File: config.mk
export PLATFORM = sky130hd
export DESIGN_NAME = meter_display
export DESIGN_NICKNAME = d
export VERILOG_FILES = /design/src/rtl/meter_pkg.sv /design/src/rtl/bin2bcd_seq.sv /design/src/rtl/meter_display.sv
export SDC_FILE = /design/constraint.sdc
export NUM_CORES = 1
export LEC_CHECK = 0
export ABC_AREA = 1
export CAP_MARGIN = 20
export CORE_ASPECT_RATIO = 0.9
export CORE_MARGIN = 2
export CORE_UTILIZATION = 55
export DETAILED_ROUTE_END_ITERATION = 6
export GPL_TIMING_DRIVEN = 0
export PLACE_DENSITY = 0.71
export SLEW_MARGIN = 30
export SYNTH_ARGS = -nofsm -noshare
export SYNTH_HDL_FRONTEND = slang
export SYNTH_HIERARCHICAL = 1
export SYNTH_SLANG_ARGS = --single-unit
File: constraint.sdc
create_clock -name clk -period 3.1 [get_ports clk]
set_input_delay 0.62 -clock clk [delete_from_list [all_inputs] [get_ports clk]]
set_output_delay 0.62 -clock clk [all_outputs]
set_load 0.05 [all_outputs]
File: src/rtl/meter_pkg.sv
// Shared definitions for the parking meter display stage.
// Holds the display clamp value, the flash threshold, the blank segment
// pattern, the digit-to-segment table and the BCD converter state encoding.
// No ports; imported by bin2bcd_seq and meter_display.
package meter_pkg;

    localparam logic [13:0] MAX_COUNT    = 14'd9999;
    localparam logic [15:0] BLINK_THRESH = 16'd200;
    localparam logic [6:0]  SEG_BLANK    = 7'h7F;

    typedef enum logic [1:0] {
        IDLE,
        CONVERT,
        DONE
    } conv_state_t;

    // Active-low {g,f,e,d,c,b,a} pattern for one BCD digit.
    // Anything outside 0..9 shows as dark rather than a garbage glyph.
    function automatic logic [6:0] seg_encode(input logic [3:0] nibble);
        logic [6:0] pattern;
        case (nibble)
            4'd0:    pattern = 7'b1000000;
            4'd1:    pattern = 7'b1111001;
            4'd2:    pattern = 7'b0100100;
            4'd3:    pattern = 7'b0110000;
            4'd4:    pattern = 7'b0011001;
            4'd5:    pattern = 7'b0010010;
            4'd6:    pattern = 7'b0000010;
            4'd7:    pattern = 7'b1111000;
            4'd8:    pattern = 7'b0000000;
            4'd9:    pattern = 7'b0010000;
            default: pattern = SEG_BLANK;
        endcase
        return pattern;
    endfunction

endpackage

File: src/rtl/bin2bcd_seq.sv
// Sequential double-dabble binary to BCD converter.
// A 14-bit value (0..9999) is zero-extended to 16 bits and shifted through a
// 32-bit register for 16 cycles, producing four BCD digits.
// Ports:
//   clk    in   1   system clock
//   reset  in   1   synchronous, active-high reset; aborts any conversion
//   start  in   1   begin a conversion when idle
//   bin    in   14  binary value to convert, already clamped to 9999
//   busy   out  1   high while a conversion is in progress (CONVERT or DONE)
//   done   out  1   high for the single cycle the result on bcd is valid
//   bcd    out  16  BCD result, digit 3 in [15:12], units in [3:0]
module bin2bcd_seq
    import meter_pkg::*;
(
    input  logic        clk,
    input  logic        reset,
    input  logic        start,
    input  logic [13:0] bin,
    output logic        busy,
    output logic        done,
    output logic [15:0] bcd
);

    conv_state_t state;
    conv_state_t next_state;
    logic [3:0]  iter;
    logic [31:0] shift_reg;
    logic [31:0] adjusted;
    logic [31:0] shifted;

    // State register for the converter FSM.
    always_ff @(posedge clk) begin
        if (reset) begin
            state <= IDLE;
        end else begin
            state <= next_state;
        end
    end

    // Next-state logic: one load cycle, sixteen shift cycles, one result cycle.
    always_comb begin
        next_state = state;
        busy       = 1'b1;
        done       = 1'b0;
        case (state)
            IDLE: begin
                busy = 1'b0;
                if (start) begin
                    next_state = CONVERT;
                end
            end
            CONVERT: begin
                if (iter == 4'd15) begin
                    next_state = DONE;
                end
            end
            DONE: begin
                done       = 1'b1;
                next_state = IDLE;
            end
            default: begin
                next_state = IDLE;
            end
        endcase
    end

    // One double-dabble step: correct every BCD nibble that would overflow
    // past 9 after doubling, then shift the whole register left by one.
    always_comb begin
        adjusted = shift_reg;
        for (int i = 0; i < 4; i++) begin
            if (shift_reg[16 + 4*i +: 4] >= 4'd5) begin
                adjusted[16 + 4*i +: 4] = shift_reg[16 + 4*i +: 4] + 4'd3;
            end
        end
        shifted = {adjusted[30:0], 1'b0};
    end

    // Datapath: load the operand when starting, step it while converting.
    always_ff @(posedge clk) begin
        if (reset) begin
            shift_reg <= '0;
            iter      <= '0;
        end else begin
            case (state)
                IDLE: begin
                    if (start) begin
                        shift_reg <= {18'd0, bin};
                        iter      <= '0;
                    end
                end
                CONVERT: begin
                    shift_reg <= shifted;
                    iter      <= iter + 1'b1;
                end
                default: begin
                    shift_reg <= shift_reg;
                end
            endcase
        end
    end

    assign bcd = shift_reg[31:16];

endmodule

File: src/rtl/meter_display.sv
// Display stage of the parking meter.
// Clamps the remaining-time count to 9999, converts it to BCD with a
// sequential converter, scans four active-low multiplexed seven-segment
// digits and applies the meter flash rules (odd-second flash below 200,
// slow flash at zero).
// Configuration macro: METER_LEADING_ZERO_BLANK_EN -- when defined, leading
// zero digits above the units digit are left dark.
// Ports:
//   clk    in   1   system clock, 100 MHz
//   reset  in   1   synchronous, active-high reset
//   count  in   16  remaining seconds, unsigned binary
//   seg    out  7   segments {g,f,e,d,c,b,a}, active-low
//   dp     out  1   decimal point, active-low, held off
//   an     out  4   digit enables, active-low, an[0] = units digit
module meter_display
    import meter_pkg::*;
#(
    parameter int REFRESH_COUNT = 100000,
    parameter int BLINK_HALF    = 50000000
) (
    input  logic        clk,
    input  logic        reset,
    input  logic [15:0] count,
    output logic [6:0]  seg,
    output logic        dp,
    output logic [3:0]  an
);

    localparam int RW = (REFRESH_COUNT > 1) ? $clog2(REFRESH_COUNT) : 1;
    localparam int BW = (BLINK_HALF > 1) ? $clog2(BLINK_HALF) : 1;
    localparam logic [RW-1:0] REFRESH_LAST = RW'(REFRESH_COUNT - 1);
    localparam logic [BW-1:0] BLINK_LAST   = BW'(BLINK_HALF - 1);

    logic [13:0]   clamped;
    logic [13:0]   sample_reg;
    logic [13:0]   disp_count;
    logic [15:0]   bcd_reg;
    logic          conv_busy;
    logic          conv_done;
    logic [15:0]   conv_bcd;

    logic [RW-1:0] refresh_cnt;
    logic [1:0]    digit_idx;
    logic [BW-1:0] blink_cnt;
    logic          blink_on;

    logic [3:0]    nibble;
    logic          blank;
    logic [6:0]    next_seg;
    logic [3:0]    next_an;

    assign clamped = (count > 16'd9999) ? MAX_COUNT : count[13:0];

    // The converter restarts itself as soon as it returns to idle, so the
    // display tracks count with a fixed conversion period.
    bin2bcd_seq u_bin2bcd (
        .clk   (clk),
        .reset (reset),
        .start (1'b1),
        .bin   (clamped),
        .busy  (conv_busy),
        .done  (conv_done),
        .bcd   (conv_bcd)
    );

    // sample_reg is captured on the same edge the converter loads its operand,
    // so disp_count always describes exactly the digits held in bcd_reg.
    always_ff @(posedge clk) begin
        if (reset) begin
            sample_reg <= '0;
            disp_count <= '0;
            bcd_reg    <= '0;
        end else begin
            if (!conv_busy) begin
                sample_reg <= clamped;
            end
            if (conv_done) begin
                bcd_reg    <= conv_bcd;
                disp_count <= sample_reg;
            end
        end
    end

    // Digit scan: each digit stays lit for REFRESH_COUNT cycles in turn.
    always_ff @(posedge clk) begin
        if (reset) begin
            refresh_cnt <= '0;
            digit_idx   <= '0;
        end else if (refresh_cnt == REFRESH_LAST) begin
            refresh_cnt <= '0;
            digit_idx   <= digit_idx + 1'b1;
        end else begin
            refresh_cnt <= refresh_cnt + 1'b1;
        end
    end

    // Zero-count flash timer. Held at the start of an "on" half-period while
    // there is time left, so an expired meter always begins flashing lit.
    always_ff @(posedge clk) begin
        if (reset) begin
            blink_cnt <= '0;
            blink_on  <= 1'b1;
        end else if (disp_count != 14'd0) begin
            blink_cnt <= '0;
            blink_on  <= 1'b1;
        end else if (blink_cnt == BLINK_LAST) begin
            blink_cnt <= '0;
            blink_on  <= ~blink_on;
        end else begin
            blink_cnt <= blink_cnt + 1'b1;
        end
    end

    // Decide what the current scan slot shows. Blanking only masks the
    // outputs; the scan and flash counters keep running underneath.
    always_comb begin
        nibble = bcd_reg[{digit_idx, 2'b00} +: 4];
        blank  = 1'b0;
        if (disp_count == 14'd0) begin
            blank = ~blink_on;
        end else if ({2'b00, disp_count} < BLINK_THRESH) begin
            blank = disp_count[0];
        end
`ifdef METER_LEADING_ZERO_BLANK_EN
        case (digit_idx)
            2'd1:    if (bcd_reg[15:4]  == 12'd0) blank = 1'b1;
            2'd2:    if (bcd_reg[15:8]  == 8'd0)  blank = 1'b1;
            2'd3:    if (bcd_reg[15:12] == 4'd0)  blank = 1'b1;
            default: blank = blank;
        endcase
`else
        blank = blank;
`endif
        if (blank) begin
            next_an  = 4'hF;
            next_seg = SEG_BLANK;
        end else begin
            next_an  = ~(4'b0001 << digit_idx);
            next_seg = seg_encode(nibble);
        end
    end

    // Anode and segment registers switch on the same edge to avoid ghosting.
    always_ff @(posedge clk) begin
        if (reset) begin
            seg <= SEG_BLANK;
            an  <= 4'hF;
        end else begin
            seg <= next_seg;
            an  <= next_an;
        end
    end

    assign dp = 1'b1;

endmodule
==> flow_summary.json, run 1 <==
{
  "hpwlAfterDp_microns": 10700,
  "n_antenna_cell": 0,
  "syn_inst": 987,
  "relSlewSlack_pct": 61.9,
  "critPathArrivalTime_ps": 1510,
  "grt.total_usage_pct": 22.7,
  "required_ps": 2480,
  "dpl.cell_count": 1176,
  "netlist-cell-type-count": 44,
  "leakagePower_nw": 3.54,
  "cts_root_buf": "clkbuf_16",
  "clock_skew_ps": 6.29,
  "stdcell_count": 1208,
  "layout-drive-gt1-share_pct": 11.0,
  "synth_area_per_cell_sq_um": 7.06,
  "r2r_start": "digit_idx[0]$_SDFFE_PP0N_",
  "grt.overflow.total": 0,
  "final-setup-viol-count": 0,
  "clk_latency_ps": 420,
  "drt_first_iter_violations": 411,
  "cts_buffers": 17,
  "yosys-top-cells-area": "dfxtp_1, nand2_1, nor2_1",
  "rsz0062_at_grt": "false",
  "status": "completed",
  "startpoint_type": "flip-flop",
  "crit_slowest_cell": "clkdlybuf4s50_1",
  "antenna_found_initial": 0,
  "clockBufferDepth": 2,
  "grt_pass1_wl_microns": 25000,
  "timing.rr.end": "seg[6]$_SDFF_PP1_",
  "largest_register_ffs": 32,
  "worstSetupStartpoint": "seg[6]$_SDFF_PP1_",
  "ys.flop_type": "dfxtp_1",
  "slowest_delay_ps": 790,
  "yosysWarnings": 6,
  "critPathMaxFanout": 1,
  "dr.pass1.iters": 5,
  "p_int_mw": 3.24,
  "p_sw_mw": 0.956,
  "cp_num_cells": 1,
  "cts_max_level": 4,
  "tns_ps": 0,
  "core_area_sq_um": 12200,
  "yosys.area.top_type": "dfxtp_1",
  "area_delta_synth_final_pct": 15.5,
  "cts_tree": "built",
  "hold_path.class": "flip-flop to flip-flop",
  "postCtsSetupBuffers": 0,
  "max_freq_mhz": 469,
  "seq_area_frac_synth_pct": 39.9,
  "reg2reg_slack_ps": 1280,
  "endpoint": "seg[6]",
  "grt_max_degree": 17,
  "die_h_microns": 111,
  "fin_crit_sh_pct": 68.8,
  "cts.hold.buffers_added": 0,
  "path_class": "flip-flop to output port",
  "die_area_sq_um": 13600,
  "clkSlewWorstSetupHoldPaths_ps": 60,
  "routed-via-count": 6096,
  "power.share.clock_pct": 49.1,
  "cts.sink_count": 139,
  "async_flop_share_pct": 0,
  "place_congestion": 0.848,
  "path_buf_inv": 1,
  "max_cap_violations": 0,
  "syn_area_sq_um": 6970,
  "worstMarginPinSlew_ps": 571,
  "yosys-top-cells-count": "nand2_1, nor2_1, dfxtp_1",
  "total_power_mw": 4.19,
  "synth_most_common_cell": "nand2_1",
  "path_delay_family": "buffers and inverters",
  "drcViolationCount": 0,
  "routed_via_density": 5.05,
  "numPortBuffers": 27,
  "ff2ff_path_depth": 9,
  "synth_seq_cells": 139,
  "die_w_microns": 123,
  "grt_pass1_vias": 5403,
  "worst_setup_path_end_kind": "output port",
  "rows": 38,
  "slew_viol_final": 0,
  "peakVddDrop_v": 0.000520,
  "wl_per_cell_microns": 12.2,
  "ios": 30,
  "ant_nets": 0,
  "synth_top_area_share_pct": 39.9,
  "p_seq_share_pct": 44.4,
  "p_per_area_nw_per_um2": 521,
  "pwr-share-comb_pct": 6.5,
  "synth-edff-count": 0,
  "finalNetCount": 1073,
  "post_cts_resized": 0,
  "wl_microns": 14700,
  "initial_core_util_pct": 57.0,
  "hold_viol_final": 0,
  "p_sw_share_pct": 22.8,
  "path_cells": "clkdlybuf4s50_1",
  "fin_crit_ps": 2130,
  "final_util_pct": 65.9
}
worst min path at each step:
stage / start / endpoint / slack [ps] / cells after the start
floorplan: refresh_cnt[0]$_SDFF_PP0_ / refresh_cnt[0]$_SDFF_PP0_ / 420 / 1
global placement: refresh_cnt[0]$_SDFF_PP0_ / refresh_cnt[0]$_SDFF_PP0_ / 430 / 1
detailed placement: refresh_cnt[0]$_SDFF_PP0_ / refresh_cnt[0]$_SDFF_PP0_ / 440 / 1
CTS: refresh_cnt[0]$_SDFF_PP0_ / refresh_cnt[0]$_SDFF_PP0_ / 450 / 1
global route: refresh_cnt[0]$_SDFF_PP0_ / refresh_cnt[0]$_SDFF_PP0_ / 460 / 1
finish: refresh_cnt[0]$_SDFF_PP0_ / refresh_cnt[0]$_SDFF_PP0_ / 450 / 1
layout make-up:
type / count / area (sq um)
flip-flops and latches: 139 / 2780
inverters: 126 / 475
well taps: 160 / 200
repair buffers: 27 / 270
fillers: 1083 / 4170
plain buffers: 29 / 184
clock buffers: 21 / 460
clock inverters: 11 / 144
multi-input cells: 695 / 3530
kinds of logic (layout without fill, tap and decap cells):
| logic type | after synthesis | count (layout) | share of synthesized area, % |
|---|---|---|---|
| compound gates | 125 | 125 | 9.97 |
| other cells | 1 | 3 | 0.0538 |
| flops | 139 | 139 | 39.9 |
| simple gates | 536 | 536 | 35.6 |
| fa+ha+maj | 20 | 20 | 3.59 |
| buf+inv | 155 | 214 | 9.46 |
| xor+xnor | 11 | 11 | 1.38 |
per-layer routing:
layer	global-route usage [%]	wire length, microns	vias up
met3	5.25	585	11
met4	6.44	121	0
met5	0	0	-
met1	32.6	7710	2700
met2	34.0	6280	134
li1	-	-	3251
power by group through the flow:
stage | sequential (mW) | combinational, mW | clock (mW)
2_1_floorplan | 1.91 | 0.174 | 0
3_3_place_gp | 1.90 | 0.270 | 0
3_5_place_dp | 1.90 | 0.272 | 0
4_1_cts | 1.86 | 0.273 | 2.10
5_1_grt | 1.87 | 0.304 | 2.17
6_report | 1.86 | 0.272 | 2.06
worst reg2reg max path, stage by stage (launching register included):
cell	delay [ps]
dfxtp_1	420
inv_1	170
nand2_1	90
nand3_1	60
nand2_1	190
inv_1	90
ha_1	200
or2_2	310
o211ai_1	90
nand2_1	70
per-stage QoR:
step	worst slack [ps]	instance area [sq um]	hold slack, ps
final	968	8050	450
after global routing	905	8050	460
after CTS	944	8050	452
after detailed placement	710	7440	438
after global placement	740	7440	428
after floorplan	1290	6970	418
layout by cell type (no fill, tap or decap), types with 5 or more instances in the layout:
| master | count |
|---|---|
| nor2_1 | 159 |
| clkbuf_16 | 17 |
| nand2_1 | 213 |
| o211ai_1 | 9 |
| nand3_1 | 58 |
| ha_1 | 20 |
| xor2_1 | 5 |
| inv_2 | 6 |
| a22oi_1 | 8 |
| nand2_2 | 16 |
| nand4_1 | 32 |
| nor2_2 | 23 |
| nor3_1 | 12 |
| buf_4 | 6 |
| o21ai_0 | 47 |
| xnor2_1 | 6 |
| a21oi_1 | 55 |
| clkdlybuf4s50_1 | 27 |
| dfxtp_1 | 139 |
| inv_1 | 117 |
| clkbuf_1 | 15 |
No activity file was read; power rests on OpenSTA's default activity.
==> run 2, diff against run 1 <==
--- a/config.mk
+++ b/config.mk
@@ -12,7 +12,7 @@
 export CORE_UTILIZATION = 55
 export DETAILED_ROUTE_END_ITERATION = 6
 export GPL_TIMING_DRIVEN = 0
-export PLACE_DENSITY = 0.71
+export PLACE_DENSITY = 0.74
 export SLEW_MARGIN = 30
 export SYNTH_ARGS = -nofsm -noshare
 export SYNTH_HDL_FRONTEND = slang
==> constraint.sdc (replaced) <==
create_clock -name clk -period 1.8 [get_ports clk]
set_input_delay 0.36 -clock clk [delete_from_list [all_inputs] [get_ports clk]]
set_output_delay 0.36 -clock clk [all_outputs]
set_load 0.05 [all_outputs]
==> flow_summary.json, run 2 (synthesized netlist as in run 1, its figures left out) <==
{
  "fin_crit_ps": 1700,
  "timing.rr.end": "refresh_cnt[12]$_SDFF_PP0_",
  "fin_crit_sh_pct": 94.3,
  "routed_via_density": 5.02,
  "cts_tree": "built",
  "worst_setup_path_end_kind": "flip-flop",
  "final-setup-viol-count": 0,
  "startpoint_type": "primary input",
  "hold_start": "reset",
  "dr.pass1.iters": 7,
  "grt_max_degree": 17,
  "rows": 38,
  "clockBufferDepth": 2,
  "cts.hold.buffers_added": 0,
  "worstMarginPinSlew_ps": 542,
  "cts_buffers": 17,
  "critPathArrivalTime_ps": 1980,
  "r2r_start": "refresh_cnt[0]$_SDFF_PP0_",
  "hold_depth": 4,
  "leakagePower_nw": 3.54,
  "dpl.cell_count": 1176,
  "clock_skew_ps": 10.1,
  "core_area_sq_um": 12200,
  "cts.sink_count": 139,
  "routed-via-count": 6061,
  "wl_per_cell_microns": 12.3,
  "grt_pass1_wl_microns": 25000,
  "clk_latency_ps": 420,
  "rsz0062_at_grt": "false",
  "slew_viol_final": 0,
  "ant_nets": 0,
  "ios": 30,
  "p_per_area_nw_per_um2": 902,
  "worstSetupStartpoint": "count[15]",
  "layout-drive-gt1-share_pct": 11.5,
  "grt.total_usage_pct": 22.7,
  "die_h_microns": 111,
  "final_common_cell": "nand2_1",
  "path_buf_inv": 3,
  "area_delta_synth_final_pct": 15.9,
  "place_congestion": 0.870,
  "path_delay_family": "simple AND/OR/NAND/NOR gates",
  "cts_root_buf": "clkbuf_16",
  "reg2reg_slack_ps": 140,
  "grt.overflow.total": 0,
  "relSlewSlack_pct": 63.9,
  "multiInputGateArea_sq_um": 3550,
  "status": "completed",
  "fillers": 1053,
  "tns_ps": 0,
  "total_power_mw": 7.28,
  "clkSlewWorstSetupHoldPaths_ps": 60,
  "required_ps": 2080,
  "final_util_pct": 66.1,
  "place_ws_ps": -308,
  "grt_pass1_vias": 5460,
  "numPortBuffers": 27,
  "fin_ws_ps": 103,
  "antenna_found_initial": 0,
  "max_cap_violations": 0,
  "path_class": "primary input to flip-flop",
  "drt_first_iter_violations": 540,
  "wl_microns": 14800,
  "ff_latch_area_sq_um": 2790,
  "finalNetCount": 1073,
  "layout_common_cells": "nand2_1, nor2_1, dfxtp_1",
  "peakVddDrop_v": 0.000892,
  "hpwlAfterDp_microns": 10500,
  "hold_end": "sample_reg[3]$_SDFFE_PP0N_",
  "slowest_delay_ps": 390,
  "crit_slowest_cell": "clkdlybuf4s50_1",
  "drcViolationCount": 0,
  "max_freq_mhz": 589,
  "n_antenna_cell": 0,
  "cts_max_level": 4,
  "path_cells": "clkdlybuf4s50_1, or2_2, nor2_1, nand3b_2, buf_6, nand3_1, inv_1, a22oi_1, a21oi_1",
  "die_area_sq_um": 13600,
  "hold_viol_final": 0,
  "ff2ff_path_depth": 7,
  "hold_path.class": "primary input to flip-flop",
  "initial_core_util_pct": 57.0,
  "critPathMaxFanout": 10,
  "postCtsSetupBuffers": 0,
  "largest_register_ffs": 32,
  "stdcell_count": 1208,
  "die_w_microns": 123
}
[run 2: area by class of cell]
type / instances / share of cell area (%)
multi-input combinational: 695 / 44.0
sequential: 139 / 34.5
inverter: 126 / 5.89
clock buffer: 20 / 5.53
timing repair buffer: 27 / 3.18
tap: 160 / 2.48
buffer: 29 / 2.32
clock inverter: 12 / 2.12
[run 2: worst min-delay path: cells and delay by family]
kind          cells  cell delay [ps]
simple gates      2              110
buf+inv           2              190
[run 2: power breakdown]
group	total [mW]	switching [mW]	internal (mW)	leakage, nW
registers	3.20	0.0475	3.16	1.13
clock network	3.61	1.27	2.34	0.296
logic	0.468	0.303	0.165	2.11
total	7.28	1.62	5.66	3.54
[run 2: through the flow]
step / hold WS, ps / cell area [sq um]
3_5_place_dp: 443 / 7440
4_1_cts: 281 / 8050
2_1_floorplan: 418 / 6970
3_3_place_gp: 429 / 7440
6_report: 300 / 8080
5_1_grt: 287 / 8080
[run 2: repair_timing]
item,4_1_cts,5_1_grt
gates resized for setup,13,10
hold endpoints to repair,0,0
setup endpoints to repair,14,43
[run 2: routing by layer]
metal  vias up  GRT usage, %  wire (microns)
met5         -             0               0
met1      2692          32.1            7590
met4         0          6.97             156
li1       3243             -               -
met3        16          5.97             665
met2       110          33.8            6420
[run 2: how the worst max path moves through the flow]
stage	end	slack, ps	depth (start not counted)
2_1_floorplan	seg[6]$_SDFF_PP1_	200	9
3_3_place_gp	u_bin2bcd/shift_reg[5]$_SDFFE_PP0P_	-290	9
3_5_place_dp	u_bin2bcd/shift_reg[5]$_SDFFE_PP0P_	-310	9
4_1_cts	disp_count[6]$_SDFFE_PP0P_	30	6
5_1_grt	u_bin2bcd/shift_reg[4]$_SDFFE_PP0P_	9	9
6_report	u_bin2bcd/shift_reg[5]$_SDFFE_PP0P_	100	9
==> run 3, diff against run 2 <==
--- a/config.mk
+++ b/config.mk
@@ -8,11 +8,10 @@
 export ABC_AREA = 1
 export CAP_MARGIN = 20
 export CORE_ASPECT_RATIO = 0.9
-export CORE_MARGIN = 2
-export CORE_UTILIZATION = 55
+export CORE_UTILIZATION = 45
 export DETAILED_ROUTE_END_ITERATION = 6
 export GPL_TIMING_DRIVEN = 0
-export PLACE_DENSITY = 0.74
+export PLACE_DENSITY = 0.63
 export SLEW_MARGIN = 30
 export SYNTH_ARGS = -nofsm -noshare
 export SYNTH_HDL_FRONTEND = slang
==> flow_summary.json, run 3 (synthesized netlist as in run 1, its figures left out) <==
{
  "status": "completed",
  "die_h_microns": 120,
  "die_w_microns": 133,
  "worst_setup_path_end_kind": "flip-flop",
  "dr.pass1.iters": 5,
  "hpwlAfterDp_microns": 10800,
  "layout-drive-gt1-share_pct": 12.3,
  "area_delta_synth_final_pct": 17.8,
  "die_area_sq_um": 16000,
  "n_antenna_cell": 0,
  "p_per_area_nw_per_um2": 905,
  "cts.sink_count": 139,
  "ant_nets": 0,
  "cts_buffers": 17,
  "leakagePower_nw": 3.59,
  "grt.total_usage_pct": 19.7,
  "clkSlewWorstSetupHoldPaths_ps": 60,
  "fillers": 1474,
  "place_ws_ps": -301,
  "largest_register_ffs": 32,
  "wl_microns": 14600,
  "grt.overflow.total": 0,
  "fin_crit_sh_pct": 93.7,
  "top_layer_used": "met4",
  "drcViolationCount": 0,
  "final_common_cell": "nand2_1",
  "wl_met2_microns": 6060,
  "clk_latency_ps": 420,
  "required_ps": 2080,
  "core_area_sq_um": 14900,
  "grt_pass1_vias": 5327,
  "startpoint_type": "primary input",
  "max_freq_mhz": 593,
  "hold_viol_final": 0,
  "ios": 30,
  "peakVddDrop_v": 0.000761,
  "cts_tree": "built",
  "initial_core_util_pct": 46.7,
  "numPortBuffers": 27,
  "holdWs_ps": 295,
  "max_cap_violations": 0,
  "antenna_found_initial": 0,
  "cts.hold.buffers_added": 0,
  "met3WireLength_microns": 500,
  "worstMarginPinSlew_ps": 568,
  "finalNetCount": 1080,
  "rsz0062_at_grt": "true",
  "final_util_pct": 55.0,
  "grt_pass1_wl_microns": 25300,
  "final-setup-viol-count": 0,
  "slew_viol_final": 0,
  "fin_ws_ps": 114,
  "critPathArrivalTime_ps": 1970,
  "clockBufferDepth": 2,
  "grt_max_degree": 17,
  "rows": 42,
  "relSlewSlack_pct": 62.1,
  "cts_root_buf": "clkbuf_16",
  "tns_ps": 0,
  "drt_first_iter_violations": 292,
  "clock_skew_ps": 7.75,
  "ff_latch_area_sq_um": 2790,
  "cts_max_level": 4,
  "hold_path.class": "primary input to flip-flop",
  "stdcell_area_sq_um": 8210,
  "path_class": "primary input to flip-flop",
  "met1Wirelength_microns": 7920,
  "critPathMaxFanout": 10,
  "place_area_sq_um": 7490,
  "routed_via_density": 4.77,
  "wl_per_cell_microns": 11.7,
  "routed-via-count": 5973,
  "fin_crit_ps": 1690,
  "place_congestion": 0.847,
  "layout_common_cells": "nand2_1, nor2_1, dfxtp_1",
  "multiInputGateArea_sq_um": 3550
}
## run 3: power by group
group / internal (mW) / switching [mW] / leakage [nW]
clock network: 2.46 / 1.30 / 0.319
logic: 0.165 / 0.301 / 2.14
registers: 3.16 / 0.0458 / 1.13
## run 3: repair_timing
item | CTS | global route
pin swaps | 0 | 1
endpoints found under the setup margin | 14 | 43
buffers inserted | 0 | 7
resized for setup | 12 | 10
## run 3: metrics by stage
stage          cells  total power, mW
6_report        1253             7.43
5_1_grt         1253             7.71
4_1_cts         1246             7.51
3_5_place_dp    1214             3.74
3_3_place_gp    1214             3.74
2_1_floorplan    989             3.59
## run 3: layout make-up
class	count	area share, %
plain buffers	29	2.29
clock buffers	21	5.86
clock inverters	11	2.01
inverters	126	5.84
multi-input cells	695	43.3
flip-flops and latches	139	34.0
well taps	198	3.02
repair buffers	34	3.77
## run 3: path summary, 6_finish.rpt
path	startpoint	end	slack, ps	depth (start not counted)
hold / removal	reset	sample_reg[9]$_SDFFE_PP0N_	290	4
hold reg to reg	refresh_cnt[0]$_SDFF_PP0_	refresh_cnt[0]$_SDFF_PP0_	450	1
setup reg to reg	refresh_cnt[0]$_SDFF_PP0_	refresh_cnt[12]$_SDFF_PP0_	140	7
setup / recovery	count[15]	u_bin2bcd/shift_reg[5]$_SDFFE_PP0P_	110	9
## run 3: worst max-delay path: stages
cell	delay [ps]
clkdlybuf4s50_1	390
or2_2	330
nor2_1	140
nand3b_2	150
buf_6	180
nand3_1	130
inv_1	60
a22oi_1	150
a21oi_1	80
## run 3: metal layers
| metal | global-route usage (%) | vias up |
|---|---|---|
| met5 | 0 | - |
| met3 | 5.28 | 16 |
| met4 | 5.68 | 0 |
| met1 | 28.1 | 2614 |
| met2 | 28.9 | 82 |
| li1 | - | 3261 |
